**config.mk**
```make
export PLATFORM = sky130hd
export DESIGN_NAME = alu_arbiter
export DESIGN_NICKNAME = d
export VERILOG_FILES = /design/src/rtl/alu_arbiter.sv
export SDC_FILE = /design/constraint.sdc
export NUM_CORES = 1
export LEC_CHECK = 0
export BUFFER_PORTS_ARGS = -buffer_cell sky130_fd_sc_hd__buf_2
export CAP_MARGIN = 20
export CORE_MARGIN = 8
export CORE_UTILIZATION = 40
export DETAILED_ROUTE_END_ITERATION = 8
export GPL_TIMING_DRIVEN = 0
export PLACE_DENSITY = 0.69
export SLEW_MARGIN = 5
export SYNTH_ARGS = -nofsm -noshare
export SYNTH_HDL_FRONTEND = slang
export SYNTH_SLANG_ARGS = --single-unit
```
**constraint.sdc**
```tcl
create_clock -name clk -period 4.3 [get_ports clk]
set_input_delay 0.215 -clock clk [delete_from_list [all_inputs] [get_ports clk]]
set_output_delay 0.215 -clock clk [all_outputs]
set_load 0.01 [all_outputs]
```
**src/rtl/alu_arbiter.sv**
```systemverilog
// Two-requester round-robin arbiter in front of a shared 4-bit ALU with a registered result slot.
// Optional feature: define ALU_ARB_CARRY_EN to register the ADD carry-out on resp_carry.
module alu_arbiter (
  input  logic       clk,
  input  logic       rst_n,
  input  logic       req0_valid,
  output logic       req0_ready,
  input  logic [3:0] req0_a,
  input  logic [3:0] req0_b,
  input  logic [1:0] req0_op,
  input  logic       req1_valid,
  output logic       req1_ready,
  input  logic [3:0] req1_a,
  input  logic [3:0] req1_b,
  input  logic [1:0] req1_op,
  output logic       resp_valid,
  input  logic       resp_ready,
  output logic [3:0] resp_data,
  output logic       resp_id,
  output logic       resp_carry,
  output logic [7:0] op_count
);

  typedef enum logic {StEmpty, StFull} state_e;

`ifdef ALU_ARB_CARRY_EN
  localparam int unsigned SumW = 5;
`else
  localparam int unsigned SumW = 4;
`endif

  state_e          state_q, state_d;
  logic            last_id_q;
  logic [3:0]      data_q;
  logic            id_q;
  logic [7:0]      count_q;
  logic            slot_free, grant0, grant1, accept;
  logic [3:0]      op_a, op_b, alu_res;
  logic [1:0]      op_sel;
  logic [SumW-1:0] sum;

  // On a tie the requester that did not win last time is served.
  always_comb begin
    slot_free  = (state_q == StEmpty) || resp_ready;
    grant0     = req0_valid && (!req1_valid || last_id_q);
    grant1     = req1_valid && (!req0_valid || !last_id_q);
    req0_ready = rst_n && slot_free && grant0;
    req1_ready = rst_n && slot_free && grant1;
    accept     = req0_ready || req1_ready;
  end

  always_comb begin
    op_a   = req1_ready ? req1_a  : req0_a;
    op_b   = req1_ready ? req1_b  : req0_b;
    op_sel = req1_ready ? req1_op : req0_op;
    sum    = SumW'(op_a) + SumW'(op_b);
    unique case (op_sel)
      2'b00:   alu_res = op_a & op_b;
      2'b01:   alu_res = op_a | op_b;
      2'b10:   alu_res = op_a ^ op_b;
      default: alu_res = sum[3:0];
    endcase
  end

  always_comb begin
    state_d = state_q;
    unique case (state_q)
      StEmpty: if (accept) state_d = StFull;
      StFull:  if (resp_ready && !accept) state_d = StEmpty;
      default: state_d = StEmpty;
    endcase
  end

  always_ff @(posedge clk or negedge rst_n) begin
    if (!rst_n) begin
      state_q   <= StEmpty;
      last_id_q <= 1'b1;
      data_q    <= 4'h0;
      id_q      <= 1'b0;
      count_q   <= 8'h00;
    end else begin
      state_q <= state_d;
      if (accept) begin
        last_id_q <= req1_ready;
        data_q    <= alu_res;
        id_q      <= req1_ready;
      end
      if ((state_q == StFull) && resp_ready) count_q <= count_q + 8'd1;
    end
  end

`ifdef ALU_ARB_CARRY_EN
  logic carry_q;

  always_ff @(posedge clk or negedge rst_n) begin
    if (!rst_n) begin
      carry_q <= 1'b0;
    end else if (accept) begin
      carry_q <= (op_sel == 2'b11) && sum[SumW-1];
    end
  end

  assign resp_carry = carry_q;
`else
  assign resp_carry = 1'b0;
`endif

  assign resp_valid = (state_q == StFull);
  assign resp_data  = data_q;
  assign resp_id    = id_q;
  assign op_count   = count_q;

endmodule

```
==> results_dict.tcl, run 1 <==
set metrics [dict create \
    die_area_um2 4970 \
    clk-insertion-delay-late_ps 270 \
    yosys.cell_types.count 39 \
    setup_tns_ps 0 \
    synth_edf_count 0 \
    core_um2 2780 \
    met2_usage_pct 18.0 \
    drive_above_1_share_pct 27.8 \
    critPathArrivalTime_ps 3090 \
    top_usage_layer "met2" \
    drtIter0Drc 43 \
    ys_ff_latch 15 \
    yosysWarnings 0 \
    postSynthCellCount 138 \
    syn-num-nets 171 \
    num_antenna_cells 0 \
    cap_violations 0 \
    tritoncts "done" \
    fin_crit_sh_pct 67.7 \
    leakage_nw 0.745 \
    start_util_pct 42.7 \
    cpLargestDelayFamily "buffers and inverters" \
    cts_resized 0 \
    gp_congestion 0.806 \
    io_pins 42 \
    finalNonFillerCells 211 \
    placed_cells 206 \
    remaining_drc_errors 0 \
    final_nets 214 \
    cts_setup_buffers 0 \
    status "completed" \
    design_area_um2 1450 \
    hold_buffers 1 \
    rsz0062_at_grt "false" \
    setup_viol 0 \
    numCtsBuffers 3 \
    grt_overflow 0 \
    routed_wl_um 2730 \
    clkSinkCount 15 \
    grt_util_met3_pct 3.53 \
    clockBufferDepth 2 \
    hp-class "input pin to flip-flop" \
    cp.required_ps 4480 \
    dpl.hpwl_um 2270 \
    grt_pass1_wl_um 4840 \
    final_util_pct 52.0 \
    ys_seq_area_share_pct 31.7 \
    fp.dieW_um 70.5 \
    slew_violations 0 \
    first_pass_iters 4 \
    async_reset_ff_share_pct 100 \
    antenna_found_initial 0 \
    worst_slew_pin_slew_ps 657 \
    via_per_inst 5.18 \
    startpoint_type "input pin" \
    num_rows 19 \
    cp_cell_sequence "dlygate4sd3_1 -> buf_2 -> nand3_2 -> buf_6 -> buf_2 -> mux2i_1 -> inv_1 -> ha_1 -> and4_1 -> nand4_1 -> o211ai_1 -> xnor2_1 -> a311oi_1" \
    fmax_mhz 343 \
    slowest_stage "dlygate4sd3_1" \
    via_count 1094 \
    fin_hold_ws_ps 149 \
    min_period_ps 2910 \
    slew-limit-headroom_pct 55.7 \
    synth_area_um2 1190 \
    crit_type "input pin to flip-flop" \
    finalHoldViolCount 0 \
    grt_pass1_vias 1141 \
    wl_per_cell_um 12.9 \
    port_buffers 37 \
    cpMostUsedCell "buf_2" \
    grtUsageTotal_pct 11.3 \
    p_per_area_nw_per_um2 356 \
    worst_clock_skew_ps 1.72 \
    placed_area_um2 1410 \
    grt_max_degree 19 \
    ys.flop_type "dfrtp_1" \
    grtUsageMet1_pct 13.8 \
    antenna_left 0 \
    avgSynthCellArea_um2 8.60 \
    ir_drop_v 0.000256 \
    area_growth_pct 21.9 \
    cts-root-buf "clkbuf_4" \
    htreeDepth 1 \
    cp_num_buf_inv 5 \
    cpPeakStageDelay_ps 520 \
    critPathMaxFanout 18 \
    end_kind "flip-flop" \
    cts.clk_slew.worst_paths_ps 80 \
    die_h_um 70.5 \
]
-- layer usage --
metal,vias up,share of wire (%)
li1,564,-
met1,489,47
met2,39,45
met3,2,7.0
met4,0,0.70
met5,-,0
-- area by class of cell --
type / count / area (µm²)
plain buffers: 7 / 38.8
clock buffers: 4 / 26.3
fillers: 260 / 1330
inverters: 12 / 45.0
multi-input cells: 104 / 727
flip-flops and latches: 15 / 377
well taps: 31 / 38.8
repair buffers: 38 / 195
-- cells by family (layout without fill, tap and decap cells) --
group,Yosys count,count (layout),synth area share [%]
adders and majority gates,8,8,9.06
other,1,1,0.316
and+or+nand+nor,49,49,20.4
xor gates and xnor gates,10,10,7.38
DFF,15,15,31.7
AOI/OAI and AO/OA,27,27,15.3
buffers and inverters,19,61,7.06
muxes,9,9,8.75
-- power by group --
part / leakage, nW / internal (W) / total, W / switching (W)
clock: 0.0150 / 0.0000359 / 0.0000763 / 0.0000404
sequential: 0.182 / 0.000185 / 0.000225 / 0.0000405
combinational: 0.548 / 0.000101 / 0.000214 / 0.000113
-- cell usage in the layout, fill, tap and decap left out, types with 2 or more instances in the layout --
cell / instances
xor2_1: 5
clkbuf_4: 3
ha_1: 7
and2_1: 2
dfrtp_1: 14
mux2i_1: 7
nor2b_1: 2
o21ai_0: 6
a311oi_1: 5
a31oi_1: 3
nor3_1: 2
a21oi_1: 6
nor2_1: 7
xnor2_1: 5
nand4_1: 5
clkbuf_1: 5
o21a_1: 2
nand2b_1: 2
buf_2: 38
inv_1: 11
nand2_1: 18
nand3_1: 5
and3_1: 2
-- final timing paths --
check	startpoint	to	slack [ps]	cells past startpoint
max reg2reg	last_id_q	resp_data[3]	1540	12
max in group asynchronous	rst_n	last_id_q	3600	2
max	rst_n	resp_data[3]	1390	13
min	req0_valid	last_id_q	150	2
min reg2reg	op_count[7]	op_count[7]	470	1
min in group asynchronous	rst_n	op_count[4]	390	2
-- state kept, by name (all words and copies together) (netlist names) --
name / flops
resp_data: 4
resp_id: 1
op_count: 8
resp_valid: 1
last_id_q: 1
-- metrics by stage --
stage / worst slack, ps / total power, W
2_1_floorplan: 1810 / 0.000360
3_3_place_gp: 1550 / 0.000438
3_5_place_dp: 1530 / 0.000445
4_1_cts: 1330 / 0.000525
5_1_grt: 1100 / 0.000564
6_report: 1390 / 0.000515
-- cells in the mapped netlist, drive strengths merged (3+ instances only) --
cell type	n	area (µm²)
ha	7	87.6
nor2	7	26.3
a31oi	3	18.8
xnor2	5	43.8
mux2i	8	92.6
dfrtp	14	350
inv	12	45.0
xor2	5	43.8
a21oi	6	30.0
nand2	18	67.6
buf	3	23.8
nand3	6	35.0
nand4	5	31.3
o21ai	6	30.0
clkbuf	4	15.0
a311oi	5	43.8
(Power assumes the default switching activity.)
==> run 2: changes to the inputs <==
PLACE_DENSITY = 0.72   (was 0.69)
clock period = 2.55 ns   (was 4.3 ns; I/O delays follow)
==> run 2 against run 1 <==
Against the previous run: first-iteration DRC count fell by 42%; clock skew is 0.59 ps lower; sequential cell count is the same; total power is 76% higher; sequential power up 69%; count of clock-buffer cells in the layout is 1 lower; global-route usage grew 0.34 points; non-clock buffer count is 2 higher; critical path depth is 2 lower; core utilization is 2.1 points higher; register-to-register slack lost 1400 ps; design area up 4.1%; critical path type is now flip-flop to flip-flop; highest routed layer unchanged.
==> results_dict.tcl, run 2 (synthesis results as in run 1) <==
set metrics [dict create \
    slowest_stage "dfstp_2" \
    num_antenna_cells 0 \
    min_period_ps 2400 \
    via_per_inst 5.28 \
    htreeDepth 1 \
    cap_violations 0 \
    fin_crit_sh_pct 93.9 \
    grtUsageTotal_pct 11.6 \
    drive_above_1_share_pct 30.8 \
    startpoint_type "flip-flop" \
    crit_type "flip-flop to flip-flop" \
    clockBufferDepth 2 \
    cts.clk_slew.worst_paths_ps 90 \
    rsz0062_at_grt "false" \
    start_util_pct 42.7 \
    grt_overflow 0 \
    drt-met1-wl_um 1280 \
    antenna_found_initial 0 \
    io_pins 42 \
    remaining_drc_errors 0 \
    cpPeakStageDelay_ps 550 \
    grt_pass1_wl_um 4970 \
    critPathArrivalTime_ps 2580 \
    cp_cell_sequence "a21boi_2 -> nand3_2 -> buf_6 -> mux2i_4 -> inv_2 -> ha_4 -> and4_1 -> nand4_1 -> o211ai_1 -> xnor2_1 -> a311oi_1" \
    wl_met3_um 210 \
    drtIter0Drc 25 \
    slew_violations 0 \
    fp.dieW_um 70.5 \
    worst_slew_pin_slew_ps 688 \
    dr_wl_met2_um 1380 \
    grt_max_degree 15 \
    routed_wl_um 2900 \
    tritoncts "done" \
    maxUsedRoutingLayer "met4" \
    fmax_mhz 417 \
    final_common_cell "buf_2" \
    end_kind "flip-flop" \
    placed_cells 206 \
    num_rows 19 \
    hp-class "input pin to flip-flop" \
    fin_hold_ws_ps 50.6 \
    final_cell_mix "buf_2 (37), nand2_1 (18), dfrtp_1 (14)" \
    finalNonFillerCells 213 \
    cts-root-buf "clkbuf_4" \
    antenna_left 0 \
    slew-limit-headroom_pct 53.6 \
    grt_pass1_vias 1144 \
    finalHoldViolCount 0 \
    area_growth_pct 26.9 \
    dpl.hpwl_um 2290 \
    setup_viol 0 \
    gp_congestion 0.901 \
    final_nets 216 \
    worst_clock_skew_ps 1.13 \
    status "completed" \
    wl_per_cell_um 13.6 \
    leakage_nw 0.751 \
    core_um2 2780 \
    clk-insertion-delay-late_ps 280 \
    first_pass_iters 4 \
    ir_drop_v 0.000511 \
    critPathMaxFanout 11 \
    largest_reg_flops 8 \
    die_h_um 70.5 \
    port_buffers 37 \
    cp.required_ps 2740 \
    p_per_area_nw_per_um2 602 \
    die_area_um2 4970 \
    clkSinkCount 15 \
    via_count 1125 \
    numCtsBuffers 3 \
    fillers 268 \
]
## run 2: cell types whose count changed in the layout (fill, tap and decap cells not counted), sizes merged
cell,previous run,this run
clkbuf,8,7
buf,40,41
clkinv,0,1
dlygate4sd3,1,2
## run 2: critical path: cells and delay by family, from the launching register on
kind / cells / cell delay, ps
AOI/OAI and AO/OA: 3 / 460
buffers and inverters: 2 / 240
and+or+nand+nor: 3 / 400
DFF: 1 / 550
adders and majority gates: 1 / 290
muxes: 1 / 260
xor gates and xnor gates: 1 / 100
## run 2: through the flow
stage | power, W | setup slack, ps | setup TNS (ps) | utilization (%) | area (µm²)
floorplan | 0.000608 | 62.7 | 0 | - | 1190
global placement | 0.000737 | -193 | -262 | 50.7 | 1410
detailed placement | 0.000757 | -250 | -421 | 50.7 | 1410
CTS | 0.000911 | 44.5 | 0 | 53.9 | 1500
global route | 0.000977 | 37.1 | 0 | 54.2 | 1510
finish | 0.000907 | 154 | 0 | 54.2 | 1510
## run 2: path summary, 6_finish.rpt
check / from / endpoint / slack, ps / cells past startpoint
min in group asynchronous: rst_n / last_id_q / 350 / 2
max in group asynchronous: rst_n / op_count[7] / 1140 / 3
max: last_id_q / resp_data[3] / 150 / 11
min reg2reg: op_count[7] / op_count[7] / 460 / 1
max reg2reg: last_id_q / resp_data[3] / 150 / 11
min: req0_valid / last_id_q / 50 / 2
## run 2: what timing repair did
item,in CTS,in global routing
endpoints found under the setup margin,3,3
buffers inserted,2,0
pin swaps,1,5
hold endpoints to repair,14,0
gates resized for setup,6,4
hold buffers,2,0
## run 2: final cells by class
class                           count  area, µm²  area share [%]
Multi-Input combinational cell    104        764            50.7
Clock buffer                        3       22.5            1.50
Sequential cell                    15        377            25.0
Timing Repair Buffer               41        220            14.6
Clock inverter                      1       5.00           0.332
Buffer                              6       33.8            2.24
Tap cell                           31       38.8            2.57
Inverter                           12       45.0            2.99
## run 2: power by group
group / switching (W) / internal (W) / total [W]
sequential: 0.0000693 / 0.000311 / 0.000380
combinational: 0.000204 / 0.000188 / 0.000392
clock: 0.0000757 / 0.0000582 / 0.000134
total: 0.000349 / 0.000557 / 0.000907
## run 2: metal layers
layer	global-route usage [%]	up-vias
li1	-	565
met5	0	-
met4	5.58	0
met1	13.1	516
met3	3.25	2
met2	19.5	42
